--- src/rtl/serial_subtractor.sv ---
// Bit-serial unsigned subtractor: computes a - b LSB-first over WIDTH cycles,
// reporting the difference modulo 2^WIDTH and the final borrow.
module serial_subtractor #(
    parameter int unsigned WIDTH = 8
) (
    input  logic             clk,
    input  logic             rst_n,
    input  logic             start,
    input  logic [WIDTH-1:0] a,
    input  logic [WIDTH-1:0] b,
    output logic             busy,
    output logic             done,
    output logic [WIDTH-1:0] diff,
    output logic             borrow_out
);

    // Counter needs to reach WIDTH-1 without wrapping.
    localparam int unsigned CW = $clog2(WIDTH) + 1;

    typedef enum logic [1:0] {
        IDLE  = 2'd0,
        SHIFT = 2'd1,
        DONE  = 2'd2
    } state_t;

    state_t          state;
    state_t          state_nxt;
    logic [WIDTH-1:0] a_reg;
    logic [WIDTH-1:0] a_nxt;
    logic [WIDTH-1:0] b_reg;
    logic [WIDTH-1:0] b_nxt;
    logic [WIDTH-1:0] diff_nxt;
    logic             borrow;
    logic             borrow_nxt;
    logic [CW-1:0]    count;
    logic [CW-1:0]    count_nxt;
    logic             busy_nxt;
    logic             done_nxt;
    logic             borrow_out_nxt;
    logic             d_bit;
    logic             borrow_bit;

    // One full-subtractor slice operating on the current LSBs.
    always_comb begin
        d_bit      = a_reg[0] ^ b_reg[0] ^ borrow;
        borrow_bit = (~a_reg[0] & b_reg[0]) | (~(a_reg[0] ^ b_reg[0]) & borrow);
    end

    // Next-state and next-output logic; busy/done are computed for the
    // state being entered so the registered versions track the state.
    always_comb begin
        state_nxt      = state;
        a_nxt          = a_reg;
        b_nxt          = b_reg;
        diff_nxt       = diff;
        borrow_nxt     = borrow;
        count_nxt      = count;
        busy_nxt       = 1'b0;
        done_nxt       = 1'b0;
        borrow_out_nxt = borrow_out;

        case (state)
            IDLE: begin
                if (start) begin
                    state_nxt  = SHIFT;
                    a_nxt      = a;
                    b_nxt      = b;
                    borrow_nxt = 1'b0;
                    count_nxt  = '0;
                    busy_nxt   = 1'b1;
                end
            end
            SHIFT: begin
                a_nxt      = a_reg >> 1;
                b_nxt      = b_reg >> 1;
                diff_nxt   = {d_bit, diff[WIDTH-1:1]};
                borrow_nxt = borrow_bit;
                count_nxt  = count + CW'(1);
                if (count == CW'(WIDTH - 1)) begin
                    state_nxt      = DONE;
                    done_nxt       = 1'b1;
                    borrow_out_nxt = borrow_bit;
                end else begin
                    busy_nxt = 1'b1;
                end
            end
            DONE: begin
                state_nxt = IDLE;
            end
            default: begin
                state_nxt = IDLE;
            end
        endcase
    end

    // State, datapath and output registers; reset clears everything at once.
    always_ff @(posedge clk or negedge rst_n) begin
        if (!rst_n) begin
            state      <= IDLE;
            a_reg      <= '0;
            b_reg      <= '0;
            diff       <= '0;
            borrow     <= 1'b0;
            count      <= '0;
            busy       <= 1'b0;
            done       <= 1'b0;
            borrow_out <= 1'b0;
        end else begin
            state      <= state_nxt;
            a_reg      <= a_nxt;
            b_reg      <= b_nxt;
            diff       <= diff_nxt;
            borrow     <= borrow_nxt;
            count      <= count_nxt;
            busy       <= busy_nxt;
            done       <= done_nxt;
            borrow_out <= borrow_out_nxt;
        end
    end

endmodule

--- config.mk ---
export PLATFORM = sky130hd
export DESIGN_NAME = serial_subtractor
export DESIGN_NICKNAME = d
export VERILOG_FILES = /design/src/rtl/serial_subtractor.sv
export SDC_FILE = /design/constraint.sdc
export NUM_CORES = 1
export LEC_CHECK = 0
export ABC_CLOCK_PERIOD_IN_PS = 1300
export CAP_MARGIN = 20
export CORE_MARGIN = 2
export CORE_UTILIZATION = 51
export CTS_CLUSTER_SIZE = 40
export DETAILED_ROUTE_END_ITERATION = 8
export PLACE_DENSITY = 0.78
export SYNTH_ARGS = -nofsm -noshare
export SYNTH_HDL_FRONTEND = slang
export SYNTH_SLANG_ARGS = --single-unit
--- constraint.sdc ---
create_clock -name clk -period 1.3 [get_ports clk]
set_input_delay 0.26 -clock clk [delete_from_list [all_inputs] [get_ports clk]]
set_output_delay 0.26 -clock clk [all_outputs]
set_load 0.01 [all_outputs]
Yosys cells after proc, flatten, opt, wreduce, memory -nomap -nowiden:

Cells that the tools add are included.

* bits in registers: 34
* bits of input ports: 19

* add/subtract/negate cells: 1
* mux-type cells: 16
* eq/ne operators: 4
* bitwise gates (word level): 7
* reductions and logical operators: 5

Operators by type and width (count)
* $pmux 8 s2: 2
* $mux 8: 2
* $pmux 4 s2: 1
* $reduce_and 2->1: 3
* $mux 1: 5
* $add 4x1->4 const B: 1
* $eq 4x3->1 const B: 1
* $mux 2: 2
* $mux 4: 1
* $ne 2x2->1 const B: 2
* $pmux 1 s2: 2
* $pmux 2 s2: 1
* $and 1x1->1: 2
* $eq 2x1->1 const B: 1
* $logic_not 2->1: 1
* $not 1->1: 2
* $reduce_bool 2->1: 1
* $xor 1x1->1: 2
* $or 1x1->1: 1

Longest topological paths before layout:

* word-level depth: 5
* mapped depth: 5
* depth with buffers taken out: 4

Worst setup path before layout:

Ideal clock, no wire load.

* kind: reg2reg
* from: register state[1]
* to: register count[2]
* path buffers: 1
* period minus slack after synthesis: 1.111 ns
* arrival time: 0.990 ns
* cell stages (with the launch flop): 4
* setup time: 0.121 ns
* setup slack: 0.189 ns
* cells stage by stage: dfrtp_1 buf_4 o21bai_1 a22o_1

* cells in the longest elaborated chain, start to end: 3
* elaborated cells on any way between the ends: 6
* those cells by class: eq/ne (2); mux (1); reduce/logical (3)

Ends and longest elaborated chain
* start, declared: RTL line 26 `state_t state;`
* start signal, assigned: RTL line 109 `state <= state_nxt;`
* $eq 2x1->1 or $logic_not 2->1 (tied branches): RTL line 62 `case (state)`
* $reduce_bool 2->1 (no line) or $ne 2x2->1 (tied branches)
* $reduce_and 2->1 (no line)
* end signal, assigned: RTL line 114 `count <= count_nxt;`
* end, declared: RTL line 35 `logic [CW-1:0] count;`

Several ways; a longest one is shown, not always the timed one.
A chain may end at the register's enable or synchronous reset.

Worst setup path after layout:

* from: register state[1]
* to: register b_reg[3]

* cells in the longest elaborated chain, start to end: 3
* elaborated cells on any way between the ends: 6
* those cells by class: eq/ne (2); mux (1); reduce/logical (3)

Ends and longest elaborated chain
* $eq 2x1->1 or $logic_not 2->1 (tied branches): RTL line 62
* $reduce_bool 2->1 (no line) or $ne 2x2->1 (tied branches)
* $reduce_and 2->1 (no line)
* end signal, assigned: RTL line 111 `b_reg <= b_nxt;`
* end, declared: RTL line 30 `logic [WIDTH-1:0] b_reg;`

Several ways; a longest one is shown, not always the timed one.

==> out/qor.txt <==
Path type of the worst setup path: reg -> reg
Flops & latches, synth: 34
Shortest clock period the worst path allows after layout: 1270 ps
Final hold violations: 0
CTS tree: done
Relative slew slack: 0.819
Maximum number of pins on one net before global-route repair: 35
Crit-path cells: and2b_1 -> buf_12 -> a21oi_1 -> o21ai_0
Clock buffer depth: 2
Global-route wire length before repair: 6.01 mm
# IOs: 30
Total standard cell area after synthesis: 0.00166 mm2
Final setup vio count: 0
Crit path max-delay cell type: dfrtp_2
Number of nets in the synthesized netlist: 180
Main flop type after synthesis: dfrtp_1
Dominant delay contributor by cell family on the critical path: flip-flops
Gpl congestion: 0.834
Sum of negative setup slack: 0 ps
Synthesized area per cell: 10.4 um2
Lkg Pwr: 0.986 nW
Beginning of the critical path: state[1]$_DFFE_PN0P_
Routed vias: 1,336
Post-detailed-placement cell area: 0.00206 mm2
Launching element type of the critical path: register
GR Util All Layers: 0.219
Syn. warnings: 0
Number of hold-repair buffers added at the cts stage: 0
Fmax achieved: 0.790 GHz
Post-placement cell count: 234
Post-synthesis cell type with the largest combined area: dfrtp_1
Least-Margin Pin Slew: 267 ps
Post-route insts no fill: 249
Final #Nets: 226
Sum of net half-perimeters after detailed placement: 2.48 mm
Via density: 5.37
WP buf/inv: 1
Largest voltage drop on the vdd net: 1320 uV
Final total power: 4.65 mW
Largest cells by area after synthesis: dfrtp_1 51%, nand2_1 6.8%, a22oi_1 6.3%, o21ai_2 5.3%, a21oi_2 4.8%
Total global routing overflow: 0
IO buf count: 29
Launch point of the worst reg-to-reg path: state[1]$_DFFE_PN0P_
Core outline area: 0.00308 mm2
Peak per-stage delay on the critical path: 470 ps
Unrepaired setup endpoints after global routing: no
Synthesized instance count: 159
Clock H-tree levels: 2
Cell types with the highest counts after synthesis: 34 x dfrtp_1, 30 x nand2_1, 14 x a22oi_1, 10 x nor2b_1, 10 x o21ai_2
Post-route core utilization: 0.707
Async set-reset flop share out of synthesis: 1.00
Initial core utilization: 0.539
Number of enable-type register cells in the synthesized netlist: 0
Pwr dens: 2140 mW/mm2
Number of global-route vias before repair: 1,336
Outcome: completed
Area of the die: 0.00372 mm2
Final period utilization: 0.974
Worst-skew pair later-pin latency: 320 ps
Number of sinks handled by clock tree synthesis: 34
Total wire length: 3.58 mm
Total of max-cap violations: 0
Clk_skew: 1.74 ps
Number of buffers added by the clock tree synthesis step: 5
Antenna Nets Post-Route: 0
Crit end category: register
Worst setup slack after placement: -179 ps
Initial DRC Count: 76
Final cell area excluding filler cells: 0.00218 mm2
Fraction of final layout cells sized beyond drive strength 1: 0.254
Detail-routed net length per standard cell: 14.4 um
Cell variety after synth: 28
Height of the die: 61.0 um
Most numerous cell in the Yosys netlist: dfrtp_1
Crit path required time: 1530 ps
Arrival time worst endpoint: 1500 ps
Area fraction of the dominant cell type after synthesis: 0.513
Area added between synthesis and finish: 31.3%
Count of standard-cell rows: 20
DRC Markers: 0
Master cell of the clock root buffer: clkbuf_4
DIE WIDTH: 61.0 um
Pre-Repair DR Iteration Count: 4
Count of inserted antenna diode cells: 0
Final Worst Setup Slack: 34.0 ps
CTS clock-pin slew for the worst setup and hold paths: 90 ps
Crit-path max FO: 16
Worst hold slack: 293 ps
Path type of the worst min-delay path: in -> async
Seq/Total Area, Yosys: 0.513
Initial antenna violation count: 0
Max-slew violation count: 0
[cells by family (layout without fill, tap and decap cells)]
kind of cell	Yosys count	in the layout	share of synthesized area
muxes	2	2	0.0121
buffers and inverters	13	59	0.0475
DFF	34	34	0.513
AOI/OAI and AO/OA	54	54	0.242
adders and majority gates	2	2	0.0196
and+or+nand+nor	54	54	0.166
[worst paths after layout]
kind,end,slack (ps),cells past startpoint
max in group asynchronous,state[1]$_DFFE_PN0P_,820,2
worst max-delay path,b_reg[3]$_DFFE_PN0P_,30,4
worst min register to register,diff[1]$_DFFE_PN0P_,500,2
min in group clk,diff[1]$_DFFE_PN0P_,500,2
worst min-delay path,b_reg[1]$_DFFE_PN0P_,290,2
worst max register to register,b_reg[3]$_DFFE_PN0P_,30,4
[cells in the final DEF (no fill, tap or decap), types with 2 or more instances in the layout]
cell             Yosys  routed
a21oi_1              8       8
a21oi_2              9       9
a22o_1               2       2
a22oi_1             14      13
and2b_1              6       6
buf_12               1       3
buf_4                2      17
clkbuf_1             2       2
clkbuf_4             0       5
clkdlybuf4s15_1      0       8
clkdlybuf4s50_1      0      18
dfrtp_1             34      32
dfrtp_2              0       2
dlygate4sd2_1        0       2
inv_1                3       3
mux2i_1              2       2
nand2_1             30      30
nand3_1              2       2
nor2b_1             10      10
o21ai_0              5       5
o21ai_1              3       3
o21ai_2             10      10
[routing by layer]
layer | part of all wire | track usage | wire length, um
met5 | 0 | 0 | 0
met4 | 0.020 | 0.0870 | 70
met3 | 0.052 | 0.0630 | 187
met2 | 0.51 | 0.361 | 1830
met1 | 0.42 | 0.275 | 1490
[power by group]
group	internal, mW	leakage [nW]	switching (mW)
sequential	1.50	0.433	0.362
clock	0.204	0.0254	0.320
combinational	1.11	0.527	1.15
total	2.82	0.986	1.83
[final cells by class]
cell class,instances,area [um2]
fill,248,901
sequential,34,853
multi-input combinational,112,742
timing repair buffer,49,470
tap,44,55.1
clock buffer,7,45.0
inverter,3,11.3
[timing repair]
item                                    in CTS  in global routing
setup buffers                                3                  5
resized for setup                           12                 14
pin swaps                                    0                  1
endpoints found under the setup margin      11                 20
Note: power is estimated with default switching activity, not from simulation.
